### config.mk
export PLATFORM = sky130hd
export DESIGN_NAME = mbus_int_detector
export DESIGN_NICKNAME = d
export VERILOG_FILES = /design/src/rtl/mbus_int_pkg.sv /design/src/rtl/mbus_int_detector_ch.sv /design/src/rtl/mbus_int_detector.sv
export SDC_FILE = /design/constraint.sdc
export NUM_CORES = 1
export LEC_CHECK = 0
export CORE_AREA = 8 8 45 47
export DETAILED_ROUTE_END_ITERATION = 6
export DIE_AREA = 0 0 53 55
export GPL_TIMING_DRIVEN = 0
export HOLD_SLACK_MARGIN = 0.05
export PLACE_DENSITY_LB_ADDON = 0.05
export SYNTH_ARGS = -nofsm -noshare
export SYNTH_HDL_FRONTEND = slang
export SYNTH_HIERARCHICAL = 1
export SYNTH_SLANG_ARGS = --single-unit
### constraint.sdc
create_clock -name CLK -period 1.6 [get_ports CLK]
set_clock_uncertainty 0.2 [all_clocks]
set_input_delay 0.32 -clock CLK [delete_from_list [all_inputs] [get_ports CLK]]
set_output_delay 0.32 -clock CLK [all_outputs]
set_load 0.02 [all_outputs]
### src/rtl/mbus_int_pkg.sv
// mbus_int_pkg
//   Shared defaults and width helpers for the bus toggle interrupt detector.
//   DEF_TOGGLE_CNT  : data edges within one qualifying clock phase that raise an interrupt
//   DEF_SYNC_STAGES : synchroniser depth applied to each asynchronous bus input
//   cnt_width()     : width of a per-channel edge counter able to hold toggle_cnt
//   idx_width()     : width of the channel index output (at least 1 bit)
package mbus_int_pkg;

   localparam int unsigned DEF_TOGGLE_CNT  = 6;
   localparam int unsigned DEF_SYNC_STAGES = 2;

   function automatic int unsigned cnt_width(input int unsigned toggle_cnt);
      return $clog2(toggle_cnt + 1);
   endfunction

   function automatic int unsigned idx_width(input int unsigned num_ch);
      return (num_ch > 1) ? $clog2(num_ch) : 1;
   endfunction

endpackage

### src/rtl/mbus_int_detector_ch.sv
// mbus_int_detector_ch
//   One monitored bus channel: synchronises BUS_CLK/BUS_DATA, detects data
//   edges, counts them while the bus clock sits at the qualifying level and
//   raises a sticky interrupt once TOGGLE_CNT edges have been seen.
//   CLK, RESET : system clock, asynchronous active-high reset
//   BUS_CLK    : asynchronous bus clock line
//   BUS_DATA   : asynchronous bus data line
//   CLK_PHASE  : bus clock level during which edges are counted (quasi-static)
//   CH_EN      : channel enable; low holds the counter at zero
//   INT_CLR    : one-cycle flag clear
//   INT_FLAG   : sticky interrupt flag
//   LAST_CLK   : synchronised bus clock level captured when the flag was set
module mbus_int_detector_ch
   import mbus_int_pkg::*;
#(
   parameter int unsigned TOGGLE_CNT  = DEF_TOGGLE_CNT,
   parameter int unsigned SYNC_STAGES = DEF_SYNC_STAGES
) (
   input  logic CLK,
   input  logic RESET,
   input  logic BUS_CLK,
   input  logic BUS_DATA,
   input  logic CLK_PHASE,
   input  logic CH_EN,
   input  logic INT_CLR,
   output logic INT_FLAG,
   output logic LAST_CLK
);

   localparam int unsigned     CW      = cnt_width(TOGGLE_CNT);
   localparam logic [CW-1:0]   CNT_MAX = CW'(TOGGLE_CNT);
   localparam logic [CW-1:0]   CNT_PRE = CW'(TOGGLE_CNT - 1);
   localparam logic [CW-1:0]   CNT_ONE = CW'(1);

   logic [SYNC_STAGES-1:0] clk_sync;
   logic [SYNC_STAGES-1:0] data_sync;
   logic                   data_dly;
   logic [CW-1:0]          cnt;
   logic [CW-1:0]          cnt_nxt;
   logic                   clk_s;
   logic                   data_s;
   logic                   qual;
   logic                   data_edge;
   logic                   trigger;

   assign clk_s  = clk_sync[SYNC_STAGES-1];
   assign data_s = data_sync[SYNC_STAGES-1];

   always_ff @(posedge CLK or posedge RESET) begin
      if (RESET) begin
         clk_sync  <= '0;
         data_sync <= '0;
         data_dly  <= 1'b0;
      end else begin
         clk_sync  <= {clk_sync[SYNC_STAGES-2:0], BUS_CLK};
         data_sync <= {data_sync[SYNC_STAGES-2:0], BUS_DATA};
         data_dly  <= data_s;
      end
   end

   // Leaving the qualifying phase (or disabling) clears the count and
   // overrides any data edge arriving in the same cycle.
   always_comb begin
      qual      = CH_EN && (clk_s == CLK_PHASE);
      data_edge = data_s ^ data_dly;
      trigger   = qual && data_edge && (cnt == CNT_PRE);
      cnt_nxt   = cnt;
      if (!qual)
         cnt_nxt = '0;
      else if (data_edge && (cnt != CNT_MAX))
         cnt_nxt = cnt + CNT_ONE;
   end

   always_ff @(posedge CLK or posedge RESET) begin
      if (RESET)
         cnt <= '0;
      else
         cnt <= cnt_nxt;
   end

   // A trigger takes precedence over a clear issued in the same cycle.
   always_ff @(posedge CLK or posedge RESET) begin
      if (RESET) begin
         INT_FLAG <= 1'b0;
         LAST_CLK <= 1'b0;
      end else if (trigger) begin
         INT_FLAG <= 1'b1;
         LAST_CLK <= clk_s;
      end else if (INT_CLR) begin
         INT_FLAG <= 1'b0;
      end
   end

endmodule

### src/rtl/mbus_int_detector.sv
// mbus_int_detector
//   Multi-channel bus toggle interrupt detector. Each channel is an
//   independent mbus_int_detector_ch; the top adds a lowest-index priority
//   encoder over the flags.
//   CLK, RESET : system clock, asynchronous active-high reset
//   BUS_CLK    : [NUM_CH] asynchronous bus clock lines
//   BUS_DATA   : [NUM_CH] asynchronous bus data lines
//   CLK_PHASE  : [NUM_CH] qualifying bus clock level per channel
//   CH_EN      : [NUM_CH] channel enables
//   INT_CLR    : [NUM_CH] one-cycle flag clears
//   INT_FLAG   : [NUM_CH] sticky interrupt flags
//   LAST_CLK   : [NUM_CH] bus clock level captured at each trigger
//   INT_ANY    : OR of all flags
//   INT_CH     : index of the lowest-numbered set flag, 0 when none
module mbus_int_detector
   import mbus_int_pkg::*;
#(
   parameter  int unsigned NUM_CH      = 1,
   parameter  int unsigned TOGGLE_CNT  = DEF_TOGGLE_CNT,
   parameter  int unsigned SYNC_STAGES = DEF_SYNC_STAGES,
   localparam int unsigned CHW         = idx_width(NUM_CH)
) (
   input  logic              CLK,
   input  logic              RESET,
   input  logic [NUM_CH-1:0] BUS_CLK,
   input  logic [NUM_CH-1:0] BUS_DATA,
   input  logic [NUM_CH-1:0] CLK_PHASE,
   input  logic [NUM_CH-1:0] CH_EN,
   input  logic [NUM_CH-1:0] INT_CLR,
   output logic [NUM_CH-1:0] INT_FLAG,
   output logic [NUM_CH-1:0] LAST_CLK,
   output logic              INT_ANY,
   output logic [CHW-1:0]    INT_CH
);

   for (genvar g = 0; g < NUM_CH; g++) begin : g_ch
      mbus_int_detector_ch #(
         .TOGGLE_CNT  (TOGGLE_CNT),
         .SYNC_STAGES (SYNC_STAGES)
      ) u_ch (
         .CLK       (CLK),
         .RESET     (RESET),
         .BUS_CLK   (BUS_CLK[g]),
         .BUS_DATA  (BUS_DATA[g]),
         .CLK_PHASE (CLK_PHASE[g]),
         .CH_EN     (CH_EN[g]),
         .INT_CLR   (INT_CLR[g]),
         .INT_FLAG  (INT_FLAG[g]),
         .LAST_CLK  (LAST_CLK[g])
      );
   end

   // Scan from the top down so the lowest set index is written last.
   always_comb begin
      INT_ANY = |INT_FLAG;
      INT_CH  = '0;
      for (int unsigned i = NUM_CH; i > 0; i--) begin
         if (INT_FLAG[i-1])
            INT_CH = CHW'(i - 1);
      end
   end

endmodule

==> flow_metrics.py, run 1 <==
metrics = {
    "critical_path": {
        "setup.worst_path.start": "CLK_PHASE",
        "worst-setup-path-type": "input pin to flop",
        "endpoint_kind": "flop",
        "reg2reg_slack_ns": 0.08,
        "path_cells": "clkdlybuf4s50_1 > xnor2_2 > nand4_1 > mux2_1",
        "slowest_stage": "clkdlybuf4s50_1",
        "arrival_ns": 1.47,
        "startpoint_type": "input pin",
        "critPathMaxStageDelay_ns": 0.44,
        "critPathMaxFanout": 4,
        "r2r-start": "g_ch[0].u_ch/cnt[1]$_DFFE_PP0P_",
        "worst-r2r-cell-count": 5,
        "r2r_end": "g_ch[0].u_ch/LAST_CLK$_DFFE_PP0P_",
        "cp_top_family": "buffers and inverters",
        "cp_num_buf_inv": 1,
        "cp.required_ns": 1.54,
    },
    "logic_synthesis": {
        "synth_most_common_cell": "dfrtp_1",
        "synthesis.area_um2": 443,
        "yosys.area.top_type": "dfrtp_1",
        "syn-num-nets": 47,
        "ys_seq_area_share_pct": 56.5,
        "synthFlopType": "dfrtp_1",
        "netlist_top_cells_count": "dfrtp_1, inv_1, ha_1, nand3_1",
        "yosys-top-cells-area": "dfrtp_1, ha_1, xor2_2",
        "yosysWarnings": 6,
        "ys_async_sr_fraction_pct": 100,
        "synth-seq-cells": 10,
        "yosysTopAreaCellShare_pct": 56.5,
        "yosysUniqueCellTypes": 18,
        "synth_cells": 37,
        "synth_edf_count": 0,
        "synth_area_per_cell_um2": 12.0,
    },
    "layout": {
        "drive_gt1_share_pct": 18.4,
        "area_growth_pct": 30.5,
        "n_antenna_cell": 0,
        "num-nets-final": 61,
    },
    "grt": {
        "antenna_found_initial": 0,
        "grt_usage_pct": 6.28,
        "grt_pass1_vias": 336,
        "gr-total-overflow": 0,
        "grt_pass1_wl_um": 1280,
        "grt_start_max_net_pins": 11,
    },
    "job": {
        "maxCapViolCount": 0,
    },
    "placed_design": {
        "port_buffers": 9,
        "gp_congestion": 0.637,
        "dp_slack_ns": -0.307,
    },
    "sta": {
        "timing.fmax_mhz": 650,
        "rsz0062_at_grt": "no",
        "hold_viol_final": 0,
        "layout_setup_ws_ns": 0.0626,
        "finalSetupViolCount": 0,
        "layout_min_cycle_time_ns": 1.54,
        "slew_violations": 0,
        "period_share_pct": 96.1,
    },
    "die": {
        "fp.coreArea_mm2": 0.00138,
        "die_w_um": 53,
        "dieHeight_um": 55,
        "dieArea_mm2": 0.00292,
        "start_util_pct": 32.0,
        "fp-row-count": 14,
        "num_io_pins": 11,
    },
    "clock_network": {
        "root_buffer": "clkbuf_4",
        "worstSkewPairLatency_ns": 0.25,
        "path_clk_slew_ns": 0.06,
        "cts_tree": "done",
        "htreeDepth": 1,
        "cts_buffers": 3,
        "cts_max_path_buffers": 2,
        "clock-sinks": 10,
        "cts.hold.buffers_added": 0,
    },
    "power": {
        "power_uw": 483,
        "p_leak_uw": 0.000284,
        "peakVddDrop_mv": 0.353,
        "power.density_mw_per_mm2": 836,
    },
    "drt": {
        "wl_per_cell_um": 11.4,
        "postRouteAntennaNets": 0,
        "drc": 0,
        "dr.pass1.iters": 2,
        "wl_um": 744,
        "via_per_inst": 4.58,
        "drt_iter0_drc": 3,
        "via_count": 298,
    },
    "outcome": {
        "status": "completed",
    },
    "hold_path": {
        "hp-class": "input pin to asynchronous set/reset pin",
    },
}
metrics by stage:
stage | setup TNS [ns] | std cells | hold slack, ns | cell area (um^2) | utilization (%)
after CTS | 0 | 65 | 0.137 | 578 | 41.8
final | 0 | 65 | 0.135 | 578 | 41.8
after global placement | -0.342 | 62 | 0.141 | 553 | 40.0
after global routing | 0 | 65 | 0.164 | 578 | 41.8
after detailed placement | -0.443 | 62 | 0.137 | 553 | 40.0
after floorplan | 0 | 37 | -0.0398 | 443 | -
layer usage:
metal | part of all wire (%) | global-route usage, % | wire length [um] | vias up
li1 | - | - | - | 143
met1 | 38 | 5.30 | 284 | 150
met2 | 56 | 10.7 | 420 | 5
met3 | 5.1 | 1.87 | 38 | 0
met4 | 0 | 7.76 | 0 | 0
met5 | 0 | 0 | 0 | -
area by class of cell:
cell class	count	area (um^2)
Fill cell	141	806
Sequential cell	10	250
Multi-Input combinational cell	21	170
Timing Repair Buffer	9	85.1
Clock buffer	3	22.5
Tap cell	16	20.0
Buffer	2	15.0
Inverter	4	15.0
layout by cell type (no fill, tap or decap):
cell and n:
xnor2_2 1, nand3b_1 1, o21ai_0 1, dlygate4sd2_1 2
buf_4 3, nand4_1 1, nand2_1 2, inv_1 4
conb_1 1, dfrtp_1 10, ha_1 3, a21oi_1 2
mux2_1 1, a311oi_1 1, nand3_1 3, clkdlybuf4s50_1 6
a21o_2 1, mux2i_1 1, xor2_2 1, and2_1 1
clkbuf_4 3
flip-flops by register name (all words and copies together) (netlist names):
signal / flops
g_ch.u_ch/LAST_CLK: 1
g_ch.u_ch/INT_FLAG: 1
g_ch.u_ch/data_dly: 1
g_ch.u_ch/data_sync: 2
g_ch.u_ch/cnt: 3
g_ch.u_ch/clk_sync: 2
cell families after synthesis:
group                    share of synthesized area [%]
AO/OA/AOI/OAI                                     7.34
buffers and inverters                             6.78
AND/OR/NAND/NOR                                   9.61
flip-flops                                        56.5
adder cells (fa/ha/maj)                           8.48
multiplexers                                      4.80
XOR/XNOR                                          5.65
other                                            0.847
worst max path at each step:
stage                                              to  depth (start not counted)  slack (ns)
CTS                 g_ch[0].u_ch/LAST_CLK$_DFFE_PP0P_                          4        0.07
finish              g_ch[0].u_ch/LAST_CLK$_DFFE_PP0P_                          4        0.06
global placement    g_ch[0].u_ch/LAST_CLK$_DFFE_PP0P_                          4       -0.28
detailed placement  g_ch[0].u_ch/LAST_CLK$_DFFE_PP0P_                          4       -0.31
global route        g_ch[0].u_ch/LAST_CLK$_DFFE_PP0P_                          5       0.005
floorplan           g_ch[0].u_ch/LAST_CLK$_DFFE_PP0P_                          5        0.18
what timing repair did:
| action | 4_1_cts | 5_1_grt |
|---|---|---|
| setup endpoints to repair | 4 | 0 |
| resized for setup | 5 | 0 |
| hold endpoints to repair | 0 | 0 |
| setup buffers | 0 | 0 |
where the power goes:
part           switching, uW  internal [uW]  leakage, uW
Combinational           25.1           27.7     0.000143
Sequential              7.71            263     0.000127
Clock                   73.3           86.2    0.0000138
(Power assumes the default switching activity.)
==> run 2, diff against run 1 <==
Settings changed: DONT_BUFFER_PORTS set to 1.
==> run 2 against run 1 <==
Via count decreased by 6.0%. Non-clock buffer count fell by 4. Register-to-register slack about the same. Die area is the same. Utilization fell by 2.5 points. Total power decreased by 1.3%. Fmax increased by 1.6%. First-iteration DRC count grew 33%. Critical path depth is 1 higher.
==> flow_metrics.py, run 2 (same netlist as run 1, synthesis figures left out) <==
metrics = {
    "critical_path": {
        "cp_top_family": "flip-flops",
        "cp.required_ns": 1.53,
        "arrival_ns": 1.44,
        "slowest_stage": "dfrtp_1",
        "critPathMaxFanout": 4,
        "cp_num_buf_inv": 1,
        "endpoint_kind": "flop",
        "critPathMaxStageDelay_ns": 0.39,
        "worst-setup-path-type": "flop to flop",
        "startpoint_type": "flop",
        "path_cells": "inv_1 > ha_1 > and2_1 > nand4_1 > mux2_1",
    },
    "clock_network": {
        "cts_buffers": 3,
        "worstSkewPairLatency_ns": 0.25,
        "root_buffer": "clkbuf_4",
        "path_clk_slew_ns": 0.06,
        "cts_max_path_buffers": 2,
        "htreeDepth": 1,
        "cts_tree": "done",
        "clock-sinks": 10,
        "post_cts_buffers": 0,
    },
    "sta": {
        "layout_min_cycle_time_ns": 1.51,
        "finalSetupViolCount": 0,
        "timing.fmax_mhz": 661,
        "hold_viol_final": 0,
        "rsz0062_at_grt": "no",
        "slew_violations": 0,
        "period_share_pct": 94.6,
        "fin_setup_tns_ns": 0,
    },
    "die": {
        "num_io_pins": 11,
        "fp-row-count": 14,
        "start_util_pct": 32.0,
        "die_w_um": 53,
        "fp.coreArea_mm2": 0.00138,
        "dieHeight_um": 55,
        "dieArea_mm2": 0.00292,
    },
    "layout": {
        "n_antenna_cell": 0,
        "largest_register": "g_ch.u_ch/cnt",
        "final_cell_mix": "dfrtp_1, dlygate4sd3_1, inv_1",
        "final_common_cell": "dfrtp_1",
        "area_growth_pct": 22.6,
        "largest_register_ff_count": 3,
        "finalNonFillerCells": 61,
        "num-nets-final": 57,
        "utilization_pct": 39.2,
        "fillers": 137,
        "drive_gt1_share_pct": 17.8,
        "reg_top3": "g_ch.u_ch/cnt: 3 flops, g_ch.u_ch/clk_sync: 2 flops, g_ch.u_ch/data_sync: 2 flops",
    },
    "placed_design": {
        "gp_congestion": 0.593,
        "port_buffers": 0,
        "placed_cells": 53,
        "dpl.hpwl_um": 644,
    },
    "grt": {
        "grt_pass1_vias": 329,
        "grt_usage_pct": 6.07,
        "grt_pass1_wl_um": 1310,
        "grt_start_max_net_pins": 11,
        "gr-total-overflow": 0,
        "antenna_found_initial": 0,
    },
    "power": {
        "p_leak_uw": 0.000259,
        "peakVddDrop_mv": 0.381,
        "power.density_mw_per_mm2": 878,
    },
    "drt": {
        "dr.pass1.iters": 4,
        "wl_um": 799,
        "wl_per_cell_um": 13.1,
        "drt_iter0_drc": 4,
        "drc": 0,
        "via_count": 280,
        "postRouteAntennaNets": 0,
        "via_per_inst": 4.59,
    },
    "job": {
        "maxCapViolCount": 0,
    },
    "hold_path": {
        "hp-class": "input pin to flop",
    },
    "outcome": {
        "status": "completed",
    },
}
## run 2: cell types whose count changed in the layout (fill, tap and decap cells not counted)
cell,change
buf_4,-1
clkdlybuf4s50_1,-6
dlygate4sd2_1,-2
dlygate4sd3_1,+5
## run 2: metrics by stage
stage	hold slack (ns)	worst slack, ns	total power, uW	cell area [um^2]
floorplan	-0.0398	0.183	303	443
global placement	-0.00469	0.0783	309	463
detailed placement	0.00830	0.0993	311	463
CTS	0.0533	0.0839	482	536
global route	0.0510	0.00829	505	543
finish	0.0596	0.0869	477	543
## run 2: where the power goes
group / leakage (uW) / total [uW] / internal [uW] / switching (uW)
Clock: 0.0000138 / 158 / 86.1 / 72.2
Combinational: 0.000118 / 47.5 / 23.0 / 24.4
Sequential: 0.000127 / 271 / 263 / 7.91
## run 2: worst paths after layout
check                                                     end                                from  depth (start not counted)  slack (ns)
max                         g_ch[0].u_ch/LAST_CLK$_DFFE_PP0P_     g_ch[0].u_ch/cnt[1]$_DFFE_PP0P_                          5        0.09
min                           g_ch[0].u_ch/cnt[2]$_DFFE_PP0P_                               CH_EN                          2        0.06
max reg2reg                 g_ch[0].u_ch/LAST_CLK$_DFFE_PP0P_     g_ch[0].u_ch/cnt[1]$_DFFE_PP0P_                          5        0.09
min reg2reg                g_ch[0].u_ch/clk_sync[1]$_DFF_PP0_  g_ch[0].u_ch/clk_sync[0]$_DFF_PP0_                          0        0.15
max in group asynchronous     g_ch[0].u_ch/cnt[2]$_DFFE_PP0P_                               RESET                          2        0.64
min in group asynchronous     g_ch[0].u_ch/data_dly$_DFF_PP0_                               RESET                          2        0.28
## run 2: cell type report
class	count	area [um^2]	share of cell area (%)
multi-input cells	21	170	31.3
well taps	16	20.0	3.69
clock buffers	3	22.5	4.15
inverters	4	15.0	2.76
plain buffers	2	15.0	2.76
repair buffers	5	50.0	9.22
flip-flops and latches	10	250	46.1
## run 2: per-layer routing
| metal | GRT usage, % | part of all wire [%] |
|---|---|---|
| met1 | 6.40 | 41 |
| met2 | 10.2 | 54 |
| met3 | 2.14 | 4.9 |
| met4 | 3.88 | 0 |
| met5 | 0 | 0 |
## run 2: what timing repair did
item                                   in CTS  in global routing
hold buffers                                5                  0
endpoints found under the hold margin      15                  0
setup endpoints to repair                   0                  1
resized for setup                           0                  1
==> run 3, diff against run 2 <==
Settings changed: SYNTH_HIERARCHICAL 1 to not set.
==> run 3 against run 2 <==
Sequential cell count is the same. First-iteration DRC count is 25% lower. Register-to-register slack barely moved. Cell count stayed put. Clock-buffer cell count unchanged. Cell area is the same. Wire length is 2.6% lower. Via count down 2.9%. Total power shrank 0.35%. Sequential share of layout area did not move. Combinational power shrank 0.8%. Highest routed layer unchanged.
==> flow_metrics.py, run 3 <==
metrics = {
    "logic_synthesis": {
        "ys_seq_area_share_pct": 56.5,
        "yosysTopAreaCellShare_pct": 56.5,
        "yosysWarnings": 0,
        "synth_area_per_cell_um2": 12.0,
        "yosys-top-cells-area": "dfrtp_1, ha_1, xor2_2",
        "synthFlopType": "dfrtp_1",
        "netlist_top_cells_count": "dfrtp_1, inv_1, ha_1, nand3_1",
        "synth_edf_count": 0,
        "synth_most_common_cell": "dfrtp_1",
        "synth_cells": 37,
        "yosysUniqueCellTypes": 18,
        "ys_async_sr_fraction_pct": 100,
        "synthesis.area_um2": 443,
        "yosys.area.top_type": "dfrtp_1",
        "syn-num-nets": 47,
        "synth-seq-cells": 10,
    },
    "layout": {
        "area_growth_pct": 22.6,
        "num-nets-final": 57,
        "largest_register": "g_ch.u_ch.cnt",
        "drive_gt1_share_pct": 17.8,
        "largest_register_ff_count": 3,
        "final_common_cell": "dfrtp_1",
        "final_cell_mix": "dfrtp_1, dlygate4sd3_1, inv_1",
        "n_antenna_cell": 0,
        "reg_top3": "g_ch.u_ch.cnt: 3 flops, g_ch.u_ch.clk_sync: 2 flops, g_ch.u_ch.data_sync: 2 flops",
    },
    "die": {
        "dieHeight_um": 55,
        "dieArea_mm2": 0.00292,
        "start_util_pct": 32.0,
        "num_io_pins": 11,
        "die_w_um": 53,
        "fp-row-count": 14,
        "fp.coreArea_mm2": 0.00138,
    },
    "sta": {
        "finalSetupViolCount": 0,
        "fin_setup_tns_ns": 0,
        "timing.fmax_mhz": 658,
        "slew_violations": 0,
        "layout_min_cycle_time_ns": 1.52,
        "hold_viol_final": 0,
        "layout_setup_ws_ns": 0.0805,
        "period_share_pct": 95.0,
        "rsz0062_at_grt": "no",
    },
    "placed_design": {
        "gp_congestion": 0.613,
        "dp_slack_ns": 0.0856,
        "port_buffers": 0,
    },
    "clock_network": {
        "worstSkewPairLatency_ns": 0.25,
        "clock-sinks": 10,
        "cts_max_path_buffers": 2,
        "root_buffer": "clkbuf_4",
        "cts_tree": "done",
        "cts_buffers": 3,
        "post_cts_buffers": 0,
        "htreeDepth": 1,
        "path_clk_slew_ns": 0.06,
    },
    "critical_path": {
        "cp_top_family": "flip-flops",
        "arrival_ns": 1.45,
        "worst-setup-path-type": "flop to flop",
        "cp_num_buf_inv": 1,
        "path_cells": "inv_1 > ha_1 > and2_1 > nand4_1 > mux2_1",
        "worst-r2r-cell-count": 5,
        "critPathMaxFanout": 4,
        "worst-path-stages": 5,
        "startpoint_type": "flop",
        "r2r_end": "g_ch[0].u_ch.LAST_CLK$_DFFE_PP0P_",
        "r2r-start": "g_ch[0].u_ch.cnt[1]$_DFFE_PP0P_",
        "cp.required_ns": 1.54,
        "reg2reg_slack_ns": 0.08,
        "critPathMaxStageDelay_ns": 0.39,
        "endpoint_kind": "flop",
        "slowest_stage": "dfrtp_1",
    },
    "hold_path": {
        "hp-class": "input pin to flop",
        "min-delay-start": "CH_EN",
        "min_path_cells": 2,
        "min_to": "g_ch[0].u_ch.INT_FLAG$_DFFE_PP0P_",
    },
    "grt": {
        "gr-total-overflow": 0,
        "grt_pass1_vias": 319,
        "antenna_found_initial": 0,
        "grt_usage_pct": 6.01,
        "grt_start_max_net_pins": 11,
        "grt_pass1_wl_um": 1230,
    },
    "power": {
        "p_leak_uw": 0.000259,
        "peakVddDrop_mv": 0.346,
        "power.density_mw_per_mm2": 875,
    },
    "drt": {
        "via_per_inst": 4.46,
        "via_count": 272,
        "postRouteAntennaNets": 0,
        "wl_per_cell_um": 12.8,
        "dr.pass1.iters": 2,
        "drt_iter0_drc": 3,
        "wl_um": 778,
        "drc": 0,
    },
    "job": {
        "maxCapViolCount": 0,
    },
    "outcome": {
        "status": "completed",
    },
}
[run 3: cell counts after synthesis]
No cell type changed its count.
[run 3: area by class of cell]
class	count	area (um^2)
Sequential cell	10	250
Buffer	2	15.0
Inverter	4	15.0
Tap cell	16	20.0
Multi-Input combinational cell	21	170
Clock buffer	3	22.5
Fill cell	139	841
Timing Repair Buffer	5	50.0
[run 3: logic make-up (layout without fill, tap and decap cells)]
group                    count (synthesis)  after routing  share of synthesized area (%)
AO/OA/AOI/OAI                            5              5                           7.34
XOR/XNOR                                 2              2                           5.65
adder cells (fa/ha/maj)                  3              3                           8.48
buffers and inverters                    6             14                           6.78
flip-flops                              10             10                           56.5
multiplexers                             2              2                           4.80
other                                    1              1                          0.847
AND/OR/NAND/NOR                          8              8                           9.61
[run 3: where the power goes]
group / switching, uW / total [uW] / leakage, uW / internal [uW]
Clock: 71.2 / 157 / 0.0000138 / 86.0
Combinational: 24.2 / 47.1 / 0.000118 / 22.9
Sequential: 7.68 / 271 / 0.000127 / 263
[run 3: worst max path at each step]
| stage | start | to |
|---|---|---|
| 3_3_place_gp | g_ch[0].u_ch.cnt[1]$_DFFE_PP0P_ | g_ch[0].u_ch.LAST_CLK$_DFFE_PP0P_ |
| 2_1_floorplan | g_ch[0].u_ch.cnt[1]$_DFFE_PP0P_ | g_ch[0].u_ch.LAST_CLK$_DFFE_PP0P_ |
| 6_report | g_ch[0].u_ch.cnt[1]$_DFFE_PP0P_ | g_ch[0].u_ch.LAST_CLK$_DFFE_PP0P_ |
| 5_1_grt | g_ch[0].u_ch.cnt[1]$_DFFE_PP0P_ | g_ch[0].u_ch.LAST_CLK$_DFFE_PP0P_ |
| 4_1_cts | g_ch[0].u_ch.clk_sync[1]$_DFF_PP0_ | g_ch[0].u_ch.LAST_CLK$_DFFE_PP0P_ |
| 3_5_place_dp | g_ch[0].u_ch.clk_sync[1]$_DFF_PP0_ | g_ch[0].u_ch.LAST_CLK$_DFFE_PP0P_ |
[run 3: metal layers]
layer,GRT usage (%),share of wire (%)
met1,4.99,41
met2,10.7,55
met3,1.87,4.4
met4,6.47,0
met5,0,0
[run 3: worst reg2reg max path, stage by stage (launching register included)]
cell,delay (ns)
dfrtp_1,0.39
inv_1,0.06
ha_1,0.17
and2_1,0.15
nand4_1,0.12
mux2_1,0.33
[run 3: what timing repair did]
action                     4_1_cts  5_1_grt
hold endpoints to repair        16        0
resized for setup                0        1
setup endpoints to repair        0        1
hold buffers                     5        0
[run 3: metrics by stage]
step	cell area, um^2	hold slack (ns)	utilization [%]	total power [uW]	cells
after CTS	536	0.0888	38.7	489	61
after global routing	543	0.109	39.2	501	61
after floorplan	443	-0.0398	-	303	37
after global placement	463	-0.00462	33.5	309	53
final	543	0.0942	39.2	475	61
after detailed placement	463	0.0103	33.5	311	53
